## src/rtl/strike_core.sv

```systemverilog
// strike_core: multi-cycle fetch/decode/execute processor core.
//   One accumulator, a zero flag, a conditional jump and a WAIT with a
//   programmable delay. The program ROM sits outside the core.
// Ports:
//   clk          rising-edge clock
//   rstn         synchronous active-low reset
//   rom_addr     ROM address, always equal to PC
//   rom_data     ROM word, valid one cycle after rom_addr
//   hold         stalls the core in FETCH before it starts a new instruction
//   leds         LED output register
//   stop         high once HALT has executed
//   fetch_strobe one-cycle pulse while the instruction at PC is latched
// Parameters: AW address/immediate width, LEDW LED width (1..AW),
//   WAIT_DIV clock cycles per WAIT unit (>= 1).
module strike_core #(
  parameter int AW       = 6,
  parameter int LEDW     = 4,
  parameter int WAIT_DIV = 4
) (
  input  logic            clk,
  input  logic            rstn,
  output logic [AW-1:0]   rom_addr,
  input  logic [AW+2:0]   rom_data,
  input  logic            hold,
  output logic [LEDW-1:0] leds,
  output logic            stop,
  output logic            fetch_strobe
);
  localparam int IW = AW + 3;
  // Prescaler counts WAIT_DIV-1 down to 0; keep at least one bit.
  localparam int PW = (WAIT_DIV > 1) ? $clog2(WAIT_DIV) : 1;
  localparam logic [PW-1:0] PRE_TOP = PW'(WAIT_DIV - 1);

  localparam logic [2:0] OP_WAIT = 3'd0;
  localparam logic [2:0] OP_HALT = 3'd1;
  localparam logic [2:0] OP_LEDS = 3'd2;
  localparam logic [2:0] OP_JP   = 3'd3;
  localparam logic [2:0] OP_LDA  = 3'd4;
  localparam logic [2:0] OP_ADD  = 3'd5;
  localparam logic [2:0] OP_JZ   = 3'd6;
  localparam logic [2:0] OP_OUT  = 3'd7;

  typedef enum logic [2:0] {FETCH, LOADIR, EXEC, WAITING, HALTED} state_t;

  state_t          state, state_nx;
  logic [AW-1:0]   pc, pc_nx;
  logic [AW-1:0]   acc, acc_nx;
  logic [AW-1:0]   units, units_nx;
  logic [PW-1:0]   presc, presc_nx;
  logic [IW-1:0]   ir, ir_nx;
  logic            zf, zf_nx;
  logic [LEDW-1:0] leds_nx;
  logic [2:0]      op;
  logic [AW-1:0]   k;
  logic [AW-1:0]   sum;

  assign op  = ir[IW-1:AW];
  assign k   = ir[AW-1:0];
  assign sum = acc + k;  // carry intentionally dropped

  assign rom_addr     = pc;
  assign fetch_strobe = (state == LOADIR);
  assign stop         = (state == HALTED);

  always_comb begin
    state_nx = state;
    pc_nx    = pc;
    acc_nx   = acc;
    zf_nx    = zf;
    ir_nx    = ir;
    units_nx = units;
    presc_nx = presc;
    leds_nx  = leds;
    case (state)
      FETCH:  if (!hold) state_nx = LOADIR;
      LOADIR: begin
        ir_nx    = rom_data;
        pc_nx    = pc + 1'b1;
        state_nx = EXEC;
      end
      EXEC: begin
        state_nx = FETCH;
        case (op)
          OP_WAIT: if (k != '0) begin
            // WAIT 0 falls straight through to FETCH
            units_nx = k;
            presc_nx = PRE_TOP;
            state_nx = WAITING;
          end
          OP_HALT: state_nx = HALTED;
          OP_LEDS: leds_nx = k[LEDW-1:0];
          OP_JP:   pc_nx = k;
          OP_LDA: begin
            acc_nx = k;
            zf_nx  = (k == '0);
          end
          OP_ADD: begin
            acc_nx = sum;
            zf_nx  = (sum == '0);
          end
          OP_JZ:   if (zf) pc_nx = k;
          OP_OUT:  leds_nx = acc[LEDW-1:0];
        endcase
      end
      WAITING: begin
        // Leave on the cycle the last unit expires so the stall is
        // exactly K*WAIT_DIV cycles.
        if (presc == '0) begin
          presc_nx = PRE_TOP;
          units_nx = units - 1'b1;
          if (units == AW'(1)) state_nx = FETCH;
        end else begin
          presc_nx = presc - 1'b1;
        end
      end
      HALTED:  state_nx = HALTED;
      default: state_nx = FETCH;
    endcase
  end

  always_ff @(posedge clk) begin
    if (!rstn) begin
      state <= FETCH;
      pc    <= '0;
      acc   <= '0;
      zf    <= 1'b1;
      ir    <= '0;
      units <= '0;
      presc <= '0;
      leds  <= '0;
    end else begin
      state <= state_nx;
      pc    <= pc_nx;
      acc   <= acc_nx;
      zf    <= zf_nx;
      ir    <= ir_nx;
      units <= units_nx;
      presc <= presc_nx;
      leds  <= leds_nx;
    end
  end
endmodule
```

## config.mk

```make
export PLATFORM = sky130hd
export DESIGN_NAME = strike_core
export DESIGN_NICKNAME = d
export VERILOG_FILES = /design/src/rtl/strike_core.sv
export SDC_FILE = /design/constraint.sdc
export NUM_CORES = 1
export LEC_CHECK = 0
export BUFFER_PORTS_ARGS = -buffer_cell sky130_fd_sc_hd__buf_2
export CAP_MARGIN = 20
export CORE_MARGIN = 2
export CORE_UTILIZATION = 52
export DETAILED_ROUTE_END_ITERATION = 8
export GPL_TIMING_DRIVEN = 1
export PLACE_DENSITY = 0.8
export SYNTH_ARGS = -nofsm -noshare
export SYNTH_HDL_FRONTEND = slang
export SYNTH_SLANG_ARGS = --single-unit
```

## constraint.sdc

```tcl
create_clock -name clk -period 1.9 [get_ports clk]
set_input_delay 0.38 -clock clk [delete_from_list [all_inputs] [get_ports clk]]
set_output_delay 0.38 -clock clk [all_outputs]
set_load 0.02 [all_outputs]
```

* Word level (Yosys, flattened, before mapping)
Cells that the tools add are included. Widths: inputs -> output; s select.
Storage, ports and cells: register bits 37, output and inout port bits 12, logic and storage cells 67
Operators by class: add/subtract/negate cells 4, eq/ne operators 19, multiplexer cells 20, reduce and logical (&&, ||, !) cells 16
Operator list (number):
- $pmux 6 s2 | 4
- $mux 6 | 4
- $eq 3x3->1 const B | 5
- $pmux 3 s5 | 1
- $eq 3x2->1 const B | 4
- $logic_not 6->1 | 2
- $mux 3 | 3
- $reduce_and 3->1 | 3
- $mux 2 | 4
- $ne 2x2->1 const B | 4
- $pmux 4 s2 | 1
- $reduce_bool 2->1 | 4
- $add 6x1->6 const B | 1
- $add 6x6->6 | 1
- $eq 3x1->1 const B | 2
- $eq 6x1->1 const B | 1
- $logic_not 3->1 | 2
- $pmux 3 s2 | 1
- $reduce_bool 6->1 | 1
- $sub 6x1->6 const B | 1
- $pmux 2 s2 | 1
- $reduce_and 2->1 | 2
- $reduce_and 4->1 | 1
- $ne 3x2->1 const B | 1
- other kinds (5) | 5

* Longest topological paths before layout
depth after elaboration 4, depth in mapped cells 7

* Worst setup path after synthesis
Ideal clock, no wire load.
path type reg-to-reg, from reg ir[0], to reg zf, library setup time 0.101 ns, arrival time 1.816 ns, data required time 1.799 ns, slack -0.017 ns, stages on the path, launching flop included 5, path buffers 0, period minus slack after synthesis 1.917 ns, cell sequence dfxtp_1 -> ha_1 -> fa_1 -> or4_1 -> o41ai_1
On the way: word-level cells in the longest chain between the ends 3, elaborated cells on any way between the ends 4
Ends and longest elaborated chain:
- start, declared | line 50 | logic [IW-1:0] ir, ir_nx;
- start signal, assigned | line 136 | ir <= ir_nx;
- $add 6x6->6 | line 59 | assign sum = acc + k;
- $logic_not 6->1 | line 99 | zf_nx = (sum == '0);
- $pmux 1 s2 * | line 83 | case (op)
- end signal, assigned | line 135 | zf <= zf_nx;
- end, declared | line 51 | logic zf, zf_nx;
Every way passes the cells marked *; elsewhere a longest branch is shown, timed or not. A chain may end at the register's enable or synchronous reset.

* Worst setup path after layout
from reg state[1], to out fetch_strobe
On the way: word-level cells in the longest chain between the ends 1
Ends and longest elaborated chain:
- start, declared | line 45 | state_t state, state_nx;
- start signal, assigned | line 132 | state <= state_nx;
- $eq 3x1->1 | line 62 | assign fetch_strobe = (state == LOADIR);
- end, declared | line 27 | output logic fetch_strobe
No other way between the ends.

==> results.sh <==
export IMPL_fin_crit_ps=1850
export IMPL_syn2layout_area_growth_pct=20.4
export IMPL_clk_latency_ps=300
export IMPL_dieWidth_um=66.5
export IMPL_finalMaxSlewViolations=0
export IMPL_routed_via_density=5.82
export IMPL_mappedNetlistArea_um2=2030
export IMPL_layout_cells_non_filler=348
export IMPL_drtAntennaViolNets=0
export IMPL_grt_pass1_vias=1811
export IMPL_synth_top_cell_area_share_pct=36.5
export IMPL_ys_async_sr_fraction_pct=0
export IMPL_worstSetupPathType="reg2out"
export IMPL_grt_max_degree=29
export IMPL_drv_cap=0
export IMPL_dr_wl_met3_um=303
export IMPL_drt_iter0_drc=123
export IMPL_place_hpwl_um=3460
export IMPL_synth_xor_area_share_pct=1.73
export IMPL_root_buffer="clkbuf_8"
export IMPL_whs_ps=309
export IMPL_drc=0
export IMPL_grt_antenna_before_repair=0
export IMPL_htreeDepth=2
export IMPL_start_kind="register"
export IMPL_wl_um=4960
export IMPL_p_per_area_nw_per_um2=709
export IMPL_insertedDiodeCount=0
export IMPL_clock_sinks=37
export IMPL_outcome="completed"
export IMPL_top_layer="met4"
export IMPL_wl_met2_um=2320
export IMPL_finalCritPeriodShare_pct=97.3
export IMPL_synthTopCellsByCount="44 x nand2_1, 37 x dfxtp_1, 34 x a21oi_1"
export IMPL_r2r_setup_slack_ps=80
export IMPL_maxSlewHeadroom_pct=66.4
export IMPL_grt_ovfl_total=0
export IMPL_synth_nets=284
export IMPL_rows=22
export IMPL_finalSetupTns_ps=0
export IMPL_place_congestion=0.849
export IMPL_fmax_mhz=541
export IMPL_yosys_warnings=0
export IMPL_cp_arrival_ps=1470
export IMPL_vias=2027
export IMPL_ir_worst_vdd_uv=582
export IMPL_grt_pass1_wl_um=8250
export IMPL_clkTransAtPathRegs_ps=80
export IMPL_seq_area_frac_synth_pct=36.5
export IMPL_synth_top_family_by_area="simple AND/OR/NAND/NOR gates"
export IMPL_synth_most_common_cell="nand2_1"
export IMPL_nets=321
export IMPL_wire_per_inst_um=14.3
export IMPL_final_setup_worst_slack_ps=51.0
export IMPL_cp_required_ps=1520
export IMPL_ys_flop_type="dfxtp_1"
export IMPL_synth_simple_area_share_pct=25.8
export IMPL_crit_fanout=6
export IMPL_synth_edf_count=0
export IMPL_core_um2=3720
export IMPL_cellLeakagePower_nw=1.04
export IMPL_io_buffers=23
export IMPL_ys_types=47
export IMPL_end_kind="output pin"
export IMPL_synth_compound_area_share_pct=22.6
export IMPL_holdCritPathClass="in2reg"
export IMPL_die_h_um=66.5
export IMPL_fin_worst_skew_ps=8.01
export IMPL_synth_fa_ha_area_share_pct=6.54
export IMPL_drt_met1_wl_um=2240
export IMPL_syn_instance_count=262
export IMPL_setup_viol=0
export IMPL_synth_area_top_cells="dfxtp_1 37%, a21oi_1 8.4%, nand2_1 8.1%"
export IMPL_finalHoldViolations=0
export IMPL_synth_mux_area_fraction_pct=2.96
export IMPL_clock_path_buffers=2
export IMPL_io_pins=24
export IMPL_synth_seq_cells=37
export IMPL_dieArea_um2=4420
export IMPL_track_usage_pct=24.3
export IMPL_start_util_pct=54.6
export IMPL_dp_cells=338
export IMPL_dpl_worst_slack_ps=-47.0
export IMPL_cts_made_buffers=5
export IMPL_worst_pin_slew_ps=503
export IMPL_firstDrtPassIters=4
export IMPL_synth_largest_area_cell="dfxtp_1"
export IMPL_cts_tree="built"
export IMPL_final_layout_size_suffix_gt1_share_pct=22.3
export IMPL_syn_avg_cell_area_um2=7.74
final cells by class:
cell class	count	area, µm²
clock inverter	3	22.5
multi-input combinational	206	1260
timing repair buffer	41	253
fill	341	1270
clock buffer	5	68.8
sequential	37	747
inverter	8	30.0
tap	48	60.1
path summary, 6_finish.rpt:
check,cells past startpoint,endpoint,from
setup reg to reg,5,units[5],state[2]
hold reg to reg,2,acc[2],acc[2]
setup / recovery,4,fetch_strobe,state[1]
hold / removal,3,ir[7],rom_data[7]
cell families (layout without fill, tap and decap cells):
kind of cell | Yosys count | count (layout)
mux | 6 | 6
buf+inv | 20 | 57
compound gates | 74 | 75
flops | 37 | 37
simple gates | 111 | 111
fa+ha+maj | 10 | 10
xor+xnor | 4 | 4
stage by stage:
stage / instance area, µm² / util [%] / total power, mW
2_1_floorplan: 2030 / - / 1.05
3_3_place_gp: 2280 / 61.5 / 1.14
3_5_place_dp: 2280 / 61.5 / 1.15
4_1_cts: 2410 / 64.7 / 1.72
5_1_grt: 2440 / 65.7 / 1.81
6_report: 2440 / 65.7 / 1.73
timing repair:
| action | in CTS | in global routing |
|---|---|---|
| buffers inserted | 0 | 1 |
| hold buffers | 0 | 0 |
| setup endpoints to repair | 3 | 11 |
| gates resized for setup | 7 | 6 |
| pin swaps | 1 | 2 |
| gates cloned | 0 | 1 |
report_power, final:
group | internal, mW | leakage (nW) | total, mW | switching, mW
combinational | 0.132 | 0.698 | 0.316 | 0.184
clock | 0.257 | 0.0364 | 0.568 | 0.311
sequential | 0.808 | 0.302 | 0.846 | 0.0382
cell usage in the layout (no fill, tap or decap), drive strengths merged, types with 4 or more instances in the layout:
| cell | count |
|---|---|
| a211oi | 5 |
| a21oi | 34 |
| buf | 41 |
| clkbuf | 5 |
| dfxtp | 37 |
| ha | 9 |
| inv | 8 |
| mux2i | 6 |
| nand2 | 44 |
| nand3 | 7 |
| nor2 | 29 |
| nor3b | 4 |
| o211ai | 4 |
| o21ai | 13 |
registers in the layout, indices dropped and copies added, names as in the netlist:
signal,count
acc,6
ir,9
leds,4
presc,2
rom_addr,6
state,3
units,6
zf,1
per-layer routing:
layer  up-vias  track usage [%]
met2        69             38.6
met5         -                0
li1       1000                -
met1       947             32.4
met4         0             8.42
met3        11             5.57
worst max-delay path: stages (launching register included):
cell,delay [ps]
dfxtp_1,310
buf_4,140
or3b_2,460
inv_2,110
buf_4,150
No activity file was read; power rests on OpenSTA's default activity.
